## config.mk

```make
export PLATFORM = sky130hd
export DESIGN_NAME = custom_op_unit
export DESIGN_NICKNAME = d
export VERILOG_FILES = /design/src/rtl/custom_op_unit.sv
export SDC_FILE = /design/constraint.sdc
export NUM_CORES = 1
export LEC_CHECK = 0
export CELL_PAD_IN_SITES_DETAIL_PLACEMENT = 0
export CELL_PAD_IN_SITES_GLOBAL_PLACEMENT = 1
export CORE_UTILIZATION = 35
export DETAILED_ROUTE_END_ITERATION = 7
export PLACE_DENSITY = 0.73
export SYNTH_ARGS = -nofsm -noshare
export SYNTH_HDL_FRONTEND = slang
export SYNTH_SLANG_ARGS = --single-unit
export TNS_END_PERCENT = 50
```

## constraint.sdc

```tcl
create_clock -name clk -period 1.6 [get_ports clk]
set_clock_uncertainty 0.15 [all_clocks]
set_input_delay 0.16 -clock clk [delete_from_list [all_inputs] [get_ports clk]]
set_output_delay 0.16 -clock clk [all_outputs]
set_load 0.05 [all_outputs]
```

## src/rtl/custom_op_unit.sv

```systemverilog
// custom_op_unit: handshaked custom-instruction coprocessor.
// Single-cycle ops (PASS/INV/REV) finish in one cycle. ENC/DEC run ROUNDS
// keyed rotate/xor rounds. The result is held in DONE until the core
// acknowledges it.
module custom_op_unit #(
    parameter int DATA_W = 19,
    parameter int ROUNDS = 4
) (
    input  logic              clk,
    input  logic              reset_n,
    input  logic              req_i,
    input  logic [2:0]        op_i,
    input  logic [DATA_W-1:0] data_i,
    input  logic [DATA_W-1:0] key_i,
    output logic              ready_o,
    output logic              busy_o,
    output logic              valid_o,
    output logic [DATA_W-1:0] result_o,
    output logic              err_o,
    input  logic              ack_i
);

    localparam int CNT_W = $clog2(ROUNDS + 1);
    localparam logic [CNT_W-1:0] CNT_INIT = CNT_W'(ROUNDS);
    localparam logic [CNT_W-1:0] CNT_LAST = CNT_W'(1);

    localparam logic [2:0] OP_PASS = 3'b000;
    localparam logic [2:0] OP_INV  = 3'b001;
    localparam logic [2:0] OP_ENC  = 3'b010;
    localparam logic [2:0] OP_DEC  = 3'b011;
    localparam logic [2:0] OP_REV  = 3'b100;

    typedef enum logic [1:0] {
        IDLE,
        RUN,
        DONE
    } state_t;

    state_t            state;
    logic [CNT_W-1:0]  cnt;
    logic [DATA_W-1:0] x;
    logic [DATA_W-1:0] key_q;
    logic              is_enc_q;

    function automatic logic [DATA_W-1:0] rotl1(input logic [DATA_W-1:0] v);
        return {v[DATA_W-2:0], v[DATA_W-1]};
    endfunction

    function automatic logic [DATA_W-1:0] rotr1(input logic [DATA_W-1:0] v);
        return {v[0], v[DATA_W-1:1]};
    endfunction

    // ENC round: rotl1(x ^ key); DEC round: rotr1(x) ^ key (exact inverse).
    function automatic logic [DATA_W-1:0] round_step(
        input logic              enc,
        input logic [DATA_W-1:0] v,
        input logic [DATA_W-1:0] k
    );
        return enc ? rotl1(v ^ k) : (rotr1(v) ^ k);
    endfunction

    function automatic logic [DATA_W-1:0] single_op(
        input logic [2:0]        op,
        input logic [DATA_W-1:0] v
    );
        logic [DATA_W-1:0] r;
        case (op)
            OP_PASS: r = v;
            OP_INV:  r = ~v;
            OP_REV:  r = {<<{v}};
            default: r = '0;
        endcase
        return r;
    endfunction

    // Control FSM with registered handshake outputs and datapath state.
    always_ff @(posedge clk) begin
        if (!reset_n) begin
            state    <= IDLE;
            cnt      <= '0;
            x        <= '0;
            key_q    <= '0;
            is_enc_q <= 1'b0;
            result_o <= '0;
            err_o    <= 1'b0;
            ready_o  <= 1'b1;
            busy_o   <= 1'b0;
            valid_o  <= 1'b0;
        end else begin
            case (state)
                IDLE: begin
                    if (req_i) begin
                        key_q    <= key_i;
                        is_enc_q <= (op_i == OP_ENC);
                        x        <= data_i;
                        ready_o  <= 1'b0;
                        if (op_i == OP_ENC || op_i == OP_DEC) begin
                            cnt    <= CNT_INIT;
                            busy_o <= 1'b1;
                            state  <= RUN;
                        end else begin
                            result_o <= single_op(op_i, data_i);
                            err_o    <= (op_i > OP_REV);
                            valid_o  <= 1'b1;
                            state    <= DONE;
                        end
                    end
                end
                RUN: begin
                    x   <= round_step(is_enc_q, x, key_q);
                    cnt <= cnt - CNT_LAST;
                    if (cnt == CNT_LAST) begin
                        result_o <= round_step(is_enc_q, x, key_q);
                        err_o    <= 1'b0;
                        busy_o   <= 1'b0;
                        valid_o  <= 1'b1;
                        state    <= DONE;
                    end
                end
                DONE: begin
                    if (ack_i) begin
                        valid_o <= 1'b0;
                        ready_o <= 1'b1;
                        state   <= IDLE;
                    end
                end
                default: begin
                    state   <= IDLE;
                    ready_o <= 1'b1;
                    busy_o  <= 1'b0;
                    valid_o <= 1'b0;
                end
            endcase
        end
    end

endmodule
```

==> results.cfg, run 1 <==
[timing]
period_share = 1.03
hold_viol = 0
setup_slack_ns = -0.0435
period_needed_ns = 1.64
worst_pin_slew_ns = 0.347
final_max_slew_viol_count = 0
rsz0062_at_grt = true
finalSetupTns_ns = -0.413
fmax_mhz = 608
finalSetupViolCount = 16
maxSlewHeadroom = 0.768

[pwr]
p_sw_frac = 0.314
p_seq_frac = 0.406
power_frac_clock = 0.324
powerDensity_nw_per_um2 = 953
combPwrFrac = 0.270
power_uw = 4800
ir_drop_mv = 0.426
p_sw_uw = 1510
p_int_uw = 3290
cellLeakagePower_uw = 0.00176

[run]
cap_violations = 0

[yosys]
ys_warn_count = 0
yosysSeqAreaShare = 0.367
muxShareOfSynthArea = 0.00548
synth_xor_area_frac = 0.137
syn_nets = 490
synthAdderAreaFrac = 0.00685
synth_compound_gate_area_share = 0.303
synth-edff-count = 0
syn_avg_cell_area_sq_um = 8.24
synth_area_sq_um = 3650
async_flop_share = 0
ys.flop_type = dfxtp_1
synthSimpleGateAreaFrac = 0.127
postSynthCellCount = 443
synth_seq_cells = 67
synth.distinct_cells = 33
synth_top_family_by_area = compound AO/OA/AOI/OAI gates

[detailed_routing]
routedWlPerCell_um = 15.6
first_pass_iters = 4
ant_nets = 0
drt_iter0_drc = 132
routed_wl_mm = 10.3
vias = 3367
viasPerCell = 5.13
drc = 0

[cells_and_area]
fin_cells = 656
syn_to_final_growth_pct = 37.9
drive_gt1_frac = 0.233
final_net_count = 565
multi_input_area_sq_um = 2260
fillers = 965
layout_common_cells = 65 x dfxtp_1, 64 x a21oi_1, 56 x xnor2_1
layout_commonest_cell = dfxtp_1
seqCellArea_sq_um = 1340
diodes = 0

[grt]
grt_overflow = 0
grt_pass1_wl_mm = 16.5
grt_start_max_net_pins = 68
track_usage = 0.191
grt_pass1_vias = 3329
antenna_found_initial = 0

[placement]
hpwlAfterDp_mm = 6.88
dp_cells = 636
dp_slack_ns = -0.229
io_buffers = 67
gp_routability_congestion = 0.873

[critical_path]
cp-start-kind = flop
path_class = reg -> reg
endpoint_kind = flop
arrival_ns = 1.74
cp.required_ns = 1.70
worstPathMaxFanout = 14

[run_status]
status = finished, violations left
violations = negative setup slack

[clock_tree]
cts_sinks = 67
tritoncts.num_buffers = 9
cts_tree = built
cts.htree.levels = 3
cts_buffer_depth = 2
clock_latency_ns = 0.34
cts_root_buf = clkbuf_8
cts.reportedPaths.clkPinSlew_ns = 0.08

[die]
core_area_sq_um = 9950
fp.dieW_um = 104
initial_utilization = 0.367
die_h_um = 104
rows = 36
dieArea_sq_um = 10800
top_level_ports = 68

[min_path]
holdCritPathClass = in -> reg
-- worst paths after layout --
| check | start | end | slack [ns] | cells after the start |
|---|---|---|---|---|
| setup reg to reg | cnt[1] | result_o[15] | -0.04 | 7 |
| hold / removal | reset_n | ready_o | 0.09 | 3 |
| hold reg to reg | busy_o | busy_o | 0.34 | 2 |
| setup / recovery | cnt[1] | result_o[15] | -0.04 | 7 |
-- metrics by stage --
stage	hold WS, ns	utilization	instance area (sq um)
after global routing	0.0914	0.506	5030
after detailed placement	0.331	0.461	4580
final	0.0871	0.506	5030
after floorplan	0.155	-	3660
after global placement	0.328	0.461	4580
after CTS	0.0882	0.502	4990
-- power by group through the flow --
stage	registers, uW	logic, uW	clock network, uW
floorplan	2130	584	0
global placement	1970	1170	0
detailed placement	1980	1180	0
CTS	1940	1290	1590
global route	1970	1400	1670
finish	1950	1300	1560
-- state kept, by name (all words and copies together), names as in the netlist --
register	count
result_o	19
x	19
is_enc_q	1
cnt	3
ready_o	1
valid_o	1
busy_o	1
state	2
key_q	19
err_o	1
-- cells in the mapped netlist, types with 2 or more instances --
| master | n | area share |
|---|---|---|
| mux2i_1 | 2 | 0.0055 |
| ha_1 | 2 | 0.0069 |
| clkbuf_1 | 16 | 0.016 |
| o21ai_0 | 56 | 0.077 |
| nand3b_1 | 19 | 0.039 |
| nor2_1 | 4 | 0.0041 |
| a21oi_1 | 78 | 0.11 |
| o22ai_2 | 11 | 0.038 |
| nand2b_1 | 4 | 0.0069 |
| nor3_1 | 3 | 0.0041 |
| o21ai_1 | 6 | 0.0082 |
| buf_4 | 2 | 0.0041 |
| dfxtp_1 | 67 | 0.37 |
| nor2b_1 | 6 | 0.010 |
| buf_2 | 14 | 0.019 |
| o22ai_1 | 7 | 0.012 |
| or3b_1 | 2 | 0.0048 |
| a31oi_1 | 2 | 0.0034 |
| buf_6 | 3 | 0.0093 |
| inv_1 | 4 | 0.0041 |
| a21boi_0 | 23 | 0.047 |
| xnor2_1 | 56 | 0.13 |
| nand2_1 | 46 | 0.047 |
-- area by class of cell --
class,count,area share
multi-input combinational,337,0.449
sequential,67,0.267
timing repair buffer,99,0.205
tap,133,0.0331
clock buffer,10,0.0253
clock inverter,6,0.0179
inverter,4,0.00373
-- per-layer routing --
metal,up-vias,global-route usage,share of wire
met5,-,0,0
met1,1590,0.239,0.47
li1,1702,-,-
met3,7,0.0451,0.036
met4,0,0.0378,0.0063
met2,68,0.335,0.49
-- cell families after synthesis --
logic type,Yosys count
xor+xnor,57
fa+ha+maj,2
mux,2
compound gates,187
flops,67
buf+inv,39
simple gates,89
-- repair_timing --
action,CTS,global route
endpoints found under the setup margin,40,43
resized for setup,45,10
pin swaps,1,0
hold buffers,0,0
gates cloned,2,0
buffers inserted,2,0
-- critical path, cell delays in order (launching register included) --
cell	delay, ns
dfxtp_2	0.34
inv_2	0.05
ha_4	0.15
and3b_1	0.18
o221a_4	0.31
buf_12	0.17
o21ai_1	0.16
a21oi_2	0.04
Note: power is estimated with default switching activity, not from simulation.
==> run 2, diff against run 1 <==
--- a/config.mk
+++ b/config.mk
@@ -5,10 +5,12 @@
 export SDC_FILE = /design/constraint.sdc
 export NUM_CORES = 1
 export LEC_CHECK = 0
+export CAP_MARGIN = 15
 export CELL_PAD_IN_SITES_DETAIL_PLACEMENT = 0
 export CELL_PAD_IN_SITES_GLOBAL_PLACEMENT = 1
 export CORE_UTILIZATION = 35
 export DETAILED_ROUTE_END_ITERATION = 7
+export MAX_ROUTING_LAYER = met4
 export PLACE_DENSITY = 0.73
 export SYNTH_ARGS = -nofsm -noshare
 export SYNTH_HDL_FRONTEND = slang
==> constraint.sdc (replaced) <==
create_clock -name clk -period 1.5 [get_ports clk]
set_clock_uncertainty 0.15 [all_clocks]
set_input_delay 0.15 -clock clk [delete_from_list [all_inputs] [get_ports clk]]
set_output_delay 0.15 -clock clk [all_outputs]
set_load 0.05 [all_outputs]
==> run 2 against run 1 <==
Die area unchanged. Total power increased by 16%. Global-route usage increased by 1.6 points. Flip-flop and latch count is the same. Register-to-register slack lost 0.09 ns. Cell count up 1.4%. Routed wire length is 4.9% higher. Non-clock buffer count is 9 higher. Combinational power up 21%. The run still ends with negative setup slack left.
==> results.cfg, run 2 (synthesized netlist as in run 1, its figures left out) <==
[run_status]
status = finished, violations left
violations = negative setup slack

[cells_and_area]
diodes = 0
final_net_count = 574
fin_cells = 665
syn_to_final_growth_pct = 52.6
post-route-util = 0.560
drive_gt1_frac = 0.284
biggestRegsByFlops = key_q (19), result_o (19), x (19)
layout_commonest_cell = a21oi_1
layout_common_cells = 68 x a21oi_1, 64 x dfxtp_1, 56 x xnor2_1

[die]
core_area_sq_um = 9950
initial_utilization = 0.367
top_level_ports = 68
fp.dieW_um = 104
rows = 36
dieArea_sq_um = 10800
die_h_um = 104

[timing]
finalSetupTns_ns = -2.91
period_share = 1.09
setup_slack_ns = -0.135
final_max_slew_viol_count = 0
hold_viol = 0
finalSetupViolCount = 51
worst_pin_slew_ns = 0.317
rsz0062_at_grt = true
maxSlewHeadroom = 0.787
period_needed_ns = 1.64
hold_ws_ns = 0.123
fmax_mhz = 612

[placement]
dp_slack_ns = -0.315
gp_routability_congestion = 0.896
hpwlAfterDp_mm = 7.13
io_buffers = 67
dp_cells = 643

[detailed_routing]
ant_nets = 0
viasPerCell = 5.25
drc = 0
first_pass_iters = 4
vias = 3489
drt_iter0_drc = 137
routedWlPerCell_um = 16.2
routed_wl_mm = 10.8

[critical_path]
rrSetupSlack_ns = -0.14
worstPathMaxFanout = 28
cp.required_ns = 1.59
endpoint_kind = flop
path_class = reg -> reg
cp-start-kind = flop
arrival_ns = 1.72

[pwr]
cellLeakagePower_uw = 0.00195
ir_drop_mv = 0.597
powerDensity_nw_per_um2 = 1000

[clock_tree]
cts_buffer_depth = 2
cts_tree = built
tritoncts.num_buffers = 9
cts_sinks = 67
cts.htree.levels = 3
ctsHoldBuffers = 0
clock_latency_ns = 0.35
cts_root_buf = clkbuf_8
cts.reportedPaths.clkPinSlew_ns = 0.08

[grt]
grt_pass1_wl_mm = 17.3
antenna_found_initial = 0
grt_overflow = 0
track_usage = 0.207
grt_pass1_vias = 3419
grt_start_max_net_pins = 68

[run]
cap_violations = 0

[min_path]
holdCritPathClass = in -> reg
run 2: routing by layer:
| metal | track usage | wire length (um) |
|---|---|---|
| met5 | - | 0 |
| met3 | 0.0288 | 326 |
| met2 | 0.343 | 5240 |
| met4 | 0.0724 | 172 |
| met1 | 0.258 | 5020 |
run 2: through the flow:
| stage | power [uW] | cell area, sq um |
|---|---|---|
| 2_1_floorplan | 2930 | 3720 |
| 3_3_place_gp | 3540 | 4930 |
| 3_5_place_dp | 3560 | 4930 |
| 4_1_cts | 5510 | 5380 |
| 5_1_grt | 5820 | 5570 |
| 6_report | 5580 | 5570 |
run 2: power by group:
| part | internal, uW | total, uW | switching [uW] |
|---|---|---|---|
| clock | 1150 | 1900 | 744 |
| sequential | 1930 | 2110 | 182 |
| combinational | 796 | 1570 | 777 |
run 2: cell type report:
| type | count | area [sq um] |
|---|---|---|
| tap | 133 | 166 |
| sequential | 67 | 1350 |
| clock inverter | 6 | 113 |
| timing repair buffer | 108 | 1400 |
| fill | 888 | 4380 |
| inverter | 4 | 18.8 |
| clock buffer | 10 | 138 |
| multi-input combinational | 337 | 2390 |
run 2: repair_timing:
item,CTS,global route
hold endpoints to repair,0,0
endpoints found under the setup margin,62,64
gates cloned,2,1
gates resized for setup,22,63
setup buffers,2,1
pin swaps,2,21
run 2: path summary, 6_finish.rpt:
check	startpoint	cells past startpoint	end
worst max-delay path	cnt[1]	7	result_o[17]
worst min-delay path	reset_n	4	result_o[7]
worst max register to register	cnt[1]	7	result_o[17]
worst min register to register	cnt[1]	2	cnt[1]
run 2: critical path, stage by stage (launching register included):
cell and delay, ns:
dfxtp_2 0.33, inv_2 0.05, ha_4 0.14, and3b_2 0.20, o221a_4 0.29, buf_12 0.16
o21ai_1 0.13, a21oi_1 0.05
==> run 3, diff against run 2 <==
--- a/config.mk
+++ b/config.mk
@@ -12,6 +12,7 @@
 export DETAILED_ROUTE_END_ITERATION = 7
 export MAX_ROUTING_LAYER = met4
 export PLACE_DENSITY = 0.73
+export SETUP_SLACK_MARGIN = 0.05
 export SYNTH_ARGS = -nofsm -noshare
 export SYNTH_HDL_FRONTEND = slang
 export SYNTH_SLANG_ARGS = --single-unit
==> run 3 against run 2 <==
The flow still finishes with violations (negative setup slack). Sequential share of layout area down 0.43 points. Sequential power about the same. Via count down 1.3%. Final area up 1.8%. Non-clock buffer count up 4.
==> results.cfg, run 3 (synthesized netlist as in run 1, its figures left out) <==
[run_status]
status = finished, violations left
violations = negative setup slack

[critical_path]
worstPathMaxFanout = 16
cp-start-kind = flop
max_stage_delay_ns = 0.33
slowest_stage = dfxtp_2
path_class = reg -> reg
arrival_ns = 1.72
endpoint_kind = flop
path_cells = inv_2 > ha_4 > and3b_2 > o221a_4 > buf_12 > o21ai_2 > a21oi_1
ff2ff_path_depth = 7
cp.required_ns = 1.57

[die]
rows = 36
dieArea_sq_um = 10800
top_level_ports = 68
fp.dieW_um = 104
die_h_um = 104
core_area_sq_um = 9950
initial_utilization = 0.367

[pwr]
cellLeakagePower_uw = 0.00200
powerDensity_nw_per_um2 = 966
ir_drop_mv = 0.563
power_uw = 5480

[placement]
dp_cells = 637
io_buffers = 67
dpl_cell_area_sq_um = 4910
gp_routability_congestion = 0.802
hpwlAfterDp_mm = 6.64

[cells_and_area]
layout_common_cells = 68 x a21oi_1, 62 x dfxtp_1, 56 x xnor2_1
diodes = 0
drive_gt1_frac = 0.302
fin_cells = 669
post-route-util = 0.570
layout_commonest_cell = a21oi_1
final_net_count = 578
final_area_sq_um = 5670
biggestRegsByFlops = key_q (19), result_o (19), x (19)
syn_to_final_growth_pct = 55.4

[grt]
grt_overflow = 0
antenna_found_initial = 0
use_met2 = 0.279
grt_pass1_wl_mm = 16.1
grt.met3_usage = 0.0251
globalRoute.busiestLayer = met2
track_usage = 0.187
met1_usage = 0.263
grt_pass1_vias = 3187
grt_start_max_net_pins = 68

[clock_tree]
ctsHoldBuffers = 0
cts_tree = built
tritoncts.num_buffers = 9
cts_sinks = 67
clock_latency_ns = 0.33
cts_buffer_depth = 2
cts.reportedPaths.clkPinSlew_ns = 0.08
cts_root_buf = clkbuf_8
cts.htree.levels = 3

[detailed_routing]
drc = 0
drt_iter0_drc = 117
ant_nets = 0
vias = 3444
routed_wl_mm = 10.4
first_pass_iters = 4
viasPerCell = 5.15
routedWlPerCell_um = 15.5

[min_path]
hold-path-cell-count = 3
holdCritPathClass = in -> reg

[timing]
worst_pin_slew_ns = 0.312
maxSlewHeadroom = 0.792
period_share = 1.10
finalSetupViolCount = 63
period_needed_ns = 1.65
setup_slack_ns = -0.148
fmax_mhz = 607
hold_viol = 0
rsz0062_at_grt = true
final_max_slew_viol_count = 0

[run]
cap_violations = 0
## run 3: layout make-up
type | instances | area [sq um]
clock inverters | 7 | 101
inverters | 4 | 15.0
fillers | 884 | 4280
well taps | 133 | 166
multi-input cells | 337 | 2420
repair buffers | 112 | 1500
clock buffers | 9 | 124
flip-flops and latches | 67 | 1350
## run 3: critical path: cells and delay by family (launching register included)
kind / cells / cell delay, ns
AOI/OAI and AO/OA: 3 / 0.48
adders and majority gates: 1 / 0.15
buffers and inverters: 2 / 0.22
DFF: 1 / 0.33
and+or+nand+nor: 1 / 0.21
## run 3: path summary, 6_finish.rpt
path | start | slack (ns) | endpoint
setup / recovery | cnt[1] | -0.15 | result_o[6]
hold reg to reg | cnt[1] | 0.34 | cnt[1]
setup reg to reg | cnt[1] | -0.15 | result_o[6]
hold / removal | reset_n | 0.08 | ready_o
## run 3: routing by layer
metal,vias to the layer above,share of wire
li1,1725,-
met1,1637,0.50
met2,74,0.46
met3,8,0.033
met4,0,0.0085
met5,-,0
## run 3: per-stage QoR
stage	setup slack (ns)	setup TNS, ns	hold WS, ns
4_1_cts	-0.148	-3.36	0.0803
3_3_place_gp	-0.274	-12.32	0.318
5_1_grt	-0.197	-6.78	0.0986
3_5_place_dp	-0.374	-15.29	0.326
6_report	-0.148	-3.81	0.0800
2_1_floorplan	-0.0151	-0.146	0.145
## run 3: repair_timing
item | CTS | global route
gates resized for setup | 35 | 69
buffers inserted | 7 | 3
pin swaps | 9 | 15
endpoints found under the setup margin | 63 | 66
gates cloned | 3 | 3
## run 3: power breakdown
| group | switching, uW | internal [uW] |
|---|---|---|
| sequential | 178 | 1930 |
| clock | 765 | 948 |
| combinational | 799 | 860 |
| total | 1740 | 3740 |
